$ cat src/rtl/pulse_sync_pkg.sv
// pulse_sync_pkg: shared types, defaults and helpers for the pulse scheduler
package pulse_sync_pkg;
  typedef enum logic [1:0] {IDLE, ISSUE, GAP} state_e;
  localparam int DEF_REQ = 4;
  localparam int DEF_CNT_W = 4;
  localparam int DEF_GAP = 6;
  function automatic int clog2(input int v);
    int r;
    r = 0;
    for (int i = 0; i < 31; i++)
      if ((1 << i) < v) r = i + 1;
    return r;
  endfunction
endpackage

$ cat src/rtl/pulse_sync_sched_rr_arbiter.sv
// rr_arbiter: combinational round-robin pick of the first pending bit at or after rr_ptr
module rr_arbiter
  import pulse_sync_pkg::*;
#(
  parameter int pREQ = DEF_REQ,
  localparam int ID_W = clog2(pREQ)
) (
  input  logic [pREQ-1:0] pend,
  input  logic [ID_W-1:0] rr_ptr,
  output logic [pREQ-1:0] gnt,
  output logic [ID_W-1:0] gnt_id,
  output logic            any
);
  always_comb begin
    gnt_id = '0;
    for (int i = pREQ - 1; i >= 0; i--)
      if (pend[(int'(rr_ptr) + i) % pREQ]) gnt_id = ID_W'((int'(rr_ptr) + i) % pREQ);
    any = |pend;
    gnt = any ? pREQ'(1) << gnt_id : '0;
  end
endmodule

$ cat src/rtl/pulse_sync_sched.sv
// pulse_sync_sched: round-robin scheduler sharing one pulse_sync channel with enforced pulse spacing
module pulse_sync_sched
  import pulse_sync_pkg::*;
#(
  parameter int pREQ = DEF_REQ,
  parameter int pCNT_W = DEF_CNT_W,
  parameter int pGAP = DEF_GAP,
  localparam int ID_W = clog2(pREQ)
) (
  input  logic            clk,
  input  logic            rst,
  input  logic            en,
  input  logic [pREQ-1:0] req_pls,
  input  logic            clr_ovf,
  output logic            out_pls,
  output logic [ID_W-1:0] out_id,
  output logic [pREQ-1:0] ovf,
  output logic            busy
);
  localparam int G_W = clog2(pGAP + 1);
  localparam logic [pCNT_W-1:0] CNT_MAX = '1;
  state_e state_q, state_d;
  logic [pCNT_W-1:0] cnt_q [pREQ];
  logic [pCNT_W-1:0] cnt_d [pREQ];
  logic [ID_W-1:0] rr_q, rr_d, id_q, id_d, gnt_id;
  logic [G_W-1:0] gap_q, gap_d;
  logic [pREQ-1:0] ovf_q, ovf_d, pend, gnt;
  logic pls_q, pls_d, any, go;
  always_comb begin
    pend = '0;
    for (int i = 0; i < pREQ; i++) pend[i] = cnt_q[i] != '0;
  end
  rr_arbiter #(.pREQ(pREQ)) u_arb (
    .pend(pend),
    .rr_ptr(rr_q),
    .gnt(gnt),
    .gnt_id(gnt_id),
    .any(any)
  );
  always_comb begin
    go = any && en && (state_q == IDLE || (state_q == GAP && gap_q == '0));
    state_d = go ? ISSUE : state_q == ISSUE ? GAP : (state_q == GAP && gap_q != '0) ? GAP : IDLE;
    id_d = go ? gnt_id : id_q;
    pls_d = go;
    rr_d = state_q == ISSUE ? (id_q == ID_W'(pREQ - 1) ? '0 : id_q + 1'b1) : rr_q;
    gap_d = state_q == ISSUE ? G_W'(pGAP - 1) : (state_q == GAP && gap_q != '0) ? gap_q - 1'b1 : gap_q;
    ovf_d = clr_ovf ? '0 : ovf_q;
    for (int i = 0; i < pREQ; i++) begin
      cnt_d[i] = cnt_q[i];
      if (req_pls[i] && !(go && gnt[i])) begin
        if (cnt_q[i] == CNT_MAX) ovf_d[i] = 1'b1;
        else cnt_d[i] = cnt_q[i] + 1'b1;
      end else if (!req_pls[i] && go && gnt[i]) cnt_d[i] = cnt_q[i] - 1'b1;
    end
  end
  always_ff @(posedge clk) begin
    if (rst) begin
      state_q <= IDLE;
      cnt_q <= '{default: '0};
      rr_q <= '0;
      id_q <= '0;
      pls_q <= 1'b0;
      gap_q <= '0;
      ovf_q <= '0;
    end else begin
      state_q <= state_d;
      cnt_q <= cnt_d;
      rr_q <= rr_d;
      id_q <= id_d;
      pls_q <= pls_d;
      gap_q <= gap_d;
      ovf_q <= ovf_d;
    end
  end
  assign out_pls = pls_q;
  assign out_id = id_q;
  assign ovf = ovf_q;
  assign busy = state_q != IDLE || |pend;
endmodule
$ cat config.mk
export PLATFORM = sky130hd
export DESIGN_NAME = pulse_sync_sched
export DESIGN_NICKNAME = d
export VERILOG_FILES = /design/src/rtl/pulse_sync_pkg.sv /design/src/rtl/pulse_sync_sched_rr_arbiter.sv /design/src/rtl/pulse_sync_sched.sv
export SDC_FILE = /design/constraint.sdc
export NUM_CORES = 1
export LEC_CHECK = 0
export CAP_MARGIN = 5
export CORE_MARGIN = 1
export CORE_UTILIZATION = 41
export CTS_CLUSTER_SIZE = 28
export DETAILED_ROUTE_END_ITERATION = 16
export HOLD_SLACK_MARGIN = 0.05
export SLEW_MARGIN = 40
export SYNTH_ARGS = -nofsm -noshare
export SYNTH_HDL_FRONTEND = slang
export SYNTH_SLANG_ARGS = --single-unit
$ cat constraint.sdc
create_clock -name clk -period 4.5 [get_ports clk]
set_clock_uncertainty 0.1 [all_clocks]
set_input_delay 1.35 -clock clk [delete_from_list [all_inputs] [get_ports clk]]
set_output_delay 1.35 -clock clk [all_outputs]
set_load 0.01 [all_outputs]
==> reports/metrics.csv <==
stage,metric,value,unit
sta,final hold violations,0,
critical_path,flop2flop setup slack,1080,ps
critical_path,terminus of the critical flop-to-flop path,cnt_q[15],
cts,Clock Latency Late Sink,280,ps
routing,vias per inst,5.626,
cts,CTS resizes,0,
sta,Finish-stage setup viols,0,
finish,nets@finish,265,
synth,yosys warns,0,
placement,Routability Congestion,0.7849,
placement,Placed Instances,287,
grt,antenna violations before repair,0,
synth,"EDFF count, synth",0,
routing,Total Wirelength,4.053,mm
pwr,LEAKAGE,0.9154,nW
synth,Main synth FF type,dfxtp_1,
routing,Detail Route Antenna Nets,0,
finish,proportion of layout cells with a drive suffix above 1,10.33,%
sta,Final Cycle Share,83.12,%
critical_path,launching point of the worst reg2reg path,cnt_q[8],
synth,mux contribution to synthesized area,8.112,%
die,Core Area,0.004504,sq mm
sta,total negative setup slack,0,ps
grt,largest net degree at the start of global routing,37,
critical_path,slowest CP cell,or4_4,
synth,synthesized area,0.001974,sq mm
die,number of I/O pins,16,
synth,Mean Syn Cell Area,8.814,sq um
synth,Cell variety after synth,48,
die,Die Wd,71.40,um
sta,setup ws final,759.4,ps
routing,DRT Pass-1 Iters,10,
finish,Final Non-Filler Cells,294,
synth,Synth area leaders,"dfxtp_1 (29%), ha_1 (7.0%), nor2_1 (4.2%)",
cts,htree depth,2,
critical_path,crit-path cells,or4_4 > nand4b_1 > or3_1 > clkdlybuf4s50_1,
synth,Adder-Cell Fraction of Synth Area,11.03,%
critical_path,"delay-heaviest family, CP",simple AND/OR/NAND/NOR gates,
run_status,outcome,"finished, violations left",
die,chip height,71.40,um
critical_path,Critical Path Sink Type,output port,
cts,clk root buf,clkbuf_8,
critical_path,Crit path required time,3050,ps
synth,sequential cell area fraction in the yosys report,29.40,%
finish,area delta synth->final,15.08,%
critical_path,crit-path max cell delay,560,ps
routing,WL per Instance,13.79,um
placement,Setup Slack @ Placement,562.2,ps
sta,fin crit period,3741,ps
critical_path,critical path startpoint category,register,
cts,"Reg clk slew, reported paths",60,ps
cts,Setup Buffers After CTS,0,
pwr,peak supply drop,0.2771,mV
cts,CTS tree,yes,
synth,top cell type's share of synthesized area,29.40,%
critical_path,crit-path max FO,6,
grt,vias in the first global route,1506,
finish,Layout fillers,435,
die,die area,0.005097,sq mm
synth,Synth Area in Compound Gates,16.48,%
placement,Final HPWL DP,2.981,mm
sta,Tightest Pin Transition,599.8,ps
routing,Residual DRC,1,
die,row count,24,
worst_hold_path,Hold Crit Depth,2,
synth,largest family of logic cells by synthesized area,simple AND/OR/NAND/NOR gates,
synth,Synth Area in XOR/XNOR,1.774,%
synth,cell taking the most area after synthesis,dfxtp_1,
grt,gr usage total,17.42,%
critical_path,CP bufs+invs,1,
critical_path,worst reg2reg path depth,11,
synth,Syn Nets,247,
critical_path,WP data arrival,2290,ps
synth,asr flop ratio synth,0,%
synth,Yosys reg bits,29,
placement,Port Buffers,15,
cts,Hold Buf Count CTS,0,
sta,final hold slack,377.2,ps
run_status,failing checks,design-rule violations,
cts,Clock Tree Buf Depth,2,
worst_hold_path,Hold Crit Class,reg -> reg,
grt,total congestion overflow,0,
worst_hold_path,Worst Hold End,ovf[1],
sta,fmax,0.2673,GHz
routing,Initial DRC Count,79,
critical_path,critical path type,reg -> out,
worst_hold_path,Min-Delay Startpoint,ovf[1],
cts,CTS sink count,29,
routing,DR vias,1654,
sta,unrepaired setup endpoints after global routing,false,
synth,Post-Synth Simple-Gate Area,29.40,%
pwr,Pwr per Cell Area,593.0,mW/mm^2
finish,antenna cells,0,
grt,first-pass GRT wire length,6.982,mm
cts,CTS Buf Count,5,
sta,Slew Limit Fails,0,
synth,post-synthesis cell count,224,
die,Initial Util,43.83,%
run,max_cap viols,0,
sta,Rel. slew slack,59.64,%
## power breakdown
part / internal, mW / switching (mW)
logic: 0.316 / 0.399
clock network: 0.121 / 0.0918
registers: 0.322 / 0.0972
total: 0.760 / 0.588
## stage by stage
| step | util (%) | instance area, sq um | total power, mW |
|---|---|---|---|
| 2_1_floorplan | - | 1974 | 0.9832 |
| 3_3_place_gp | 48.53 | 2186 | 1.124 |
| 3_5_place_dp | 48.53 | 2186 | 1.131 |
| 4_1_cts | 50.44 | 2272 | 1.353 |
| 5_1_grt | 50.44 | 2272 | 1.459 |
| 6_report | 50.44 | 2272 | 1.347 |
## registers in the layout, indices dropped and copies added (netlist names)
signal and flops:
cnt_q 16, gap_q 3, out_id 2, ovf 4
rr_q 2, state_q 2
## metal layers
metal  wire length (um)  vias to the layer above  global-route usage, %
met5                  0                        -                      0
met4                 69                        0                  7.111
met3                129                        7                  3.938
met2               1719                       28                  26.88
met1               2135                      768                  23.52
li1                   -                      851                      -
## worst max path at each step
| stage | start | endpoint | slack [ps] | cells after the start |
|---|---|---|---|---|
| finish | cnt_q[13] | busy | 760 | 4 |
| global route | cnt_q[13] | busy | 660 | 4 |
| CTS | cnt_q[13] | busy | 740 | 4 |
| detailed placement | en | cnt_q[7] | 560 | 10 |
| global placement | en | cnt_q[7] | 610 | 10 |
| floorplan | en | cnt_q[3] | 930 | 9 |
## Yosys cell counts, types with 3 or more instances
library cell,instances
mux2i_1,7
nor3b_1,3
fa_1,4
mux2_4,3
dfxtp_1,29
buf_2,3
xor2_1,3
o32a_1,3
nor2b_1,10
ha_1,11
nand4_1,7
nand3_1,4
a31oi_1,4
nand2_1,10
a21oi_1,16
inv_1,11
o21ai_0,7
mux2_1,4
a21o_1,4
nor4_1,3
clkbuf_1,4
nor3_1,11
nand2b_1,7
o21ai_1,3
nor2_1,22
## layout by cell type, fill, tap and decap left out, drive strengths merged, types with 10 or more instances in the layout
master | netlist | final
a21oi | 16 | 16
clkdlybuf4s50 | 0 | 15
dfxtp | 29 | 29
ha | 11 | 11
inv | 11 | 11
nand2 | 10 | 10
nor2 | 22 | 22
nor2b | 10 | 10
nor3 | 14 | 14
o21ai | 10 | 10
## tightest hold or removal path, stage by stage (launching register included)
cell and delay [ps]:
dfxtp_1 310, nand2b_1 70, a21oi_1 60
## cells by family (layout without fill, tap and decap cells)
kind of cell | count (synthesis) | in the layout
AO/OA/AOI/OAI | 49 | 49
XOR/XNOR | 4 | 4
adder cells (fa/ha/maj) | 15 | 15
buffers and inverters | 19 | 37
flip-flops | 29 | 29
multiplexers | 14 | 14
AND/OR/NAND/NOR | 94 | 94
## final cells by class
type	instances	area, sq um	share of cell area, %
Clock buffer	7	86.33	3.800
Inverter	11	41.29	1.817
Multi-Input combinational cell	176	1319	58.04
Timing Repair Buffer	19	180.2	7.930
Tap cell	52	65.06	2.863
Sequential cell	29	580.6	25.55
No activity file was read; power rests on OpenSTA's default activity.
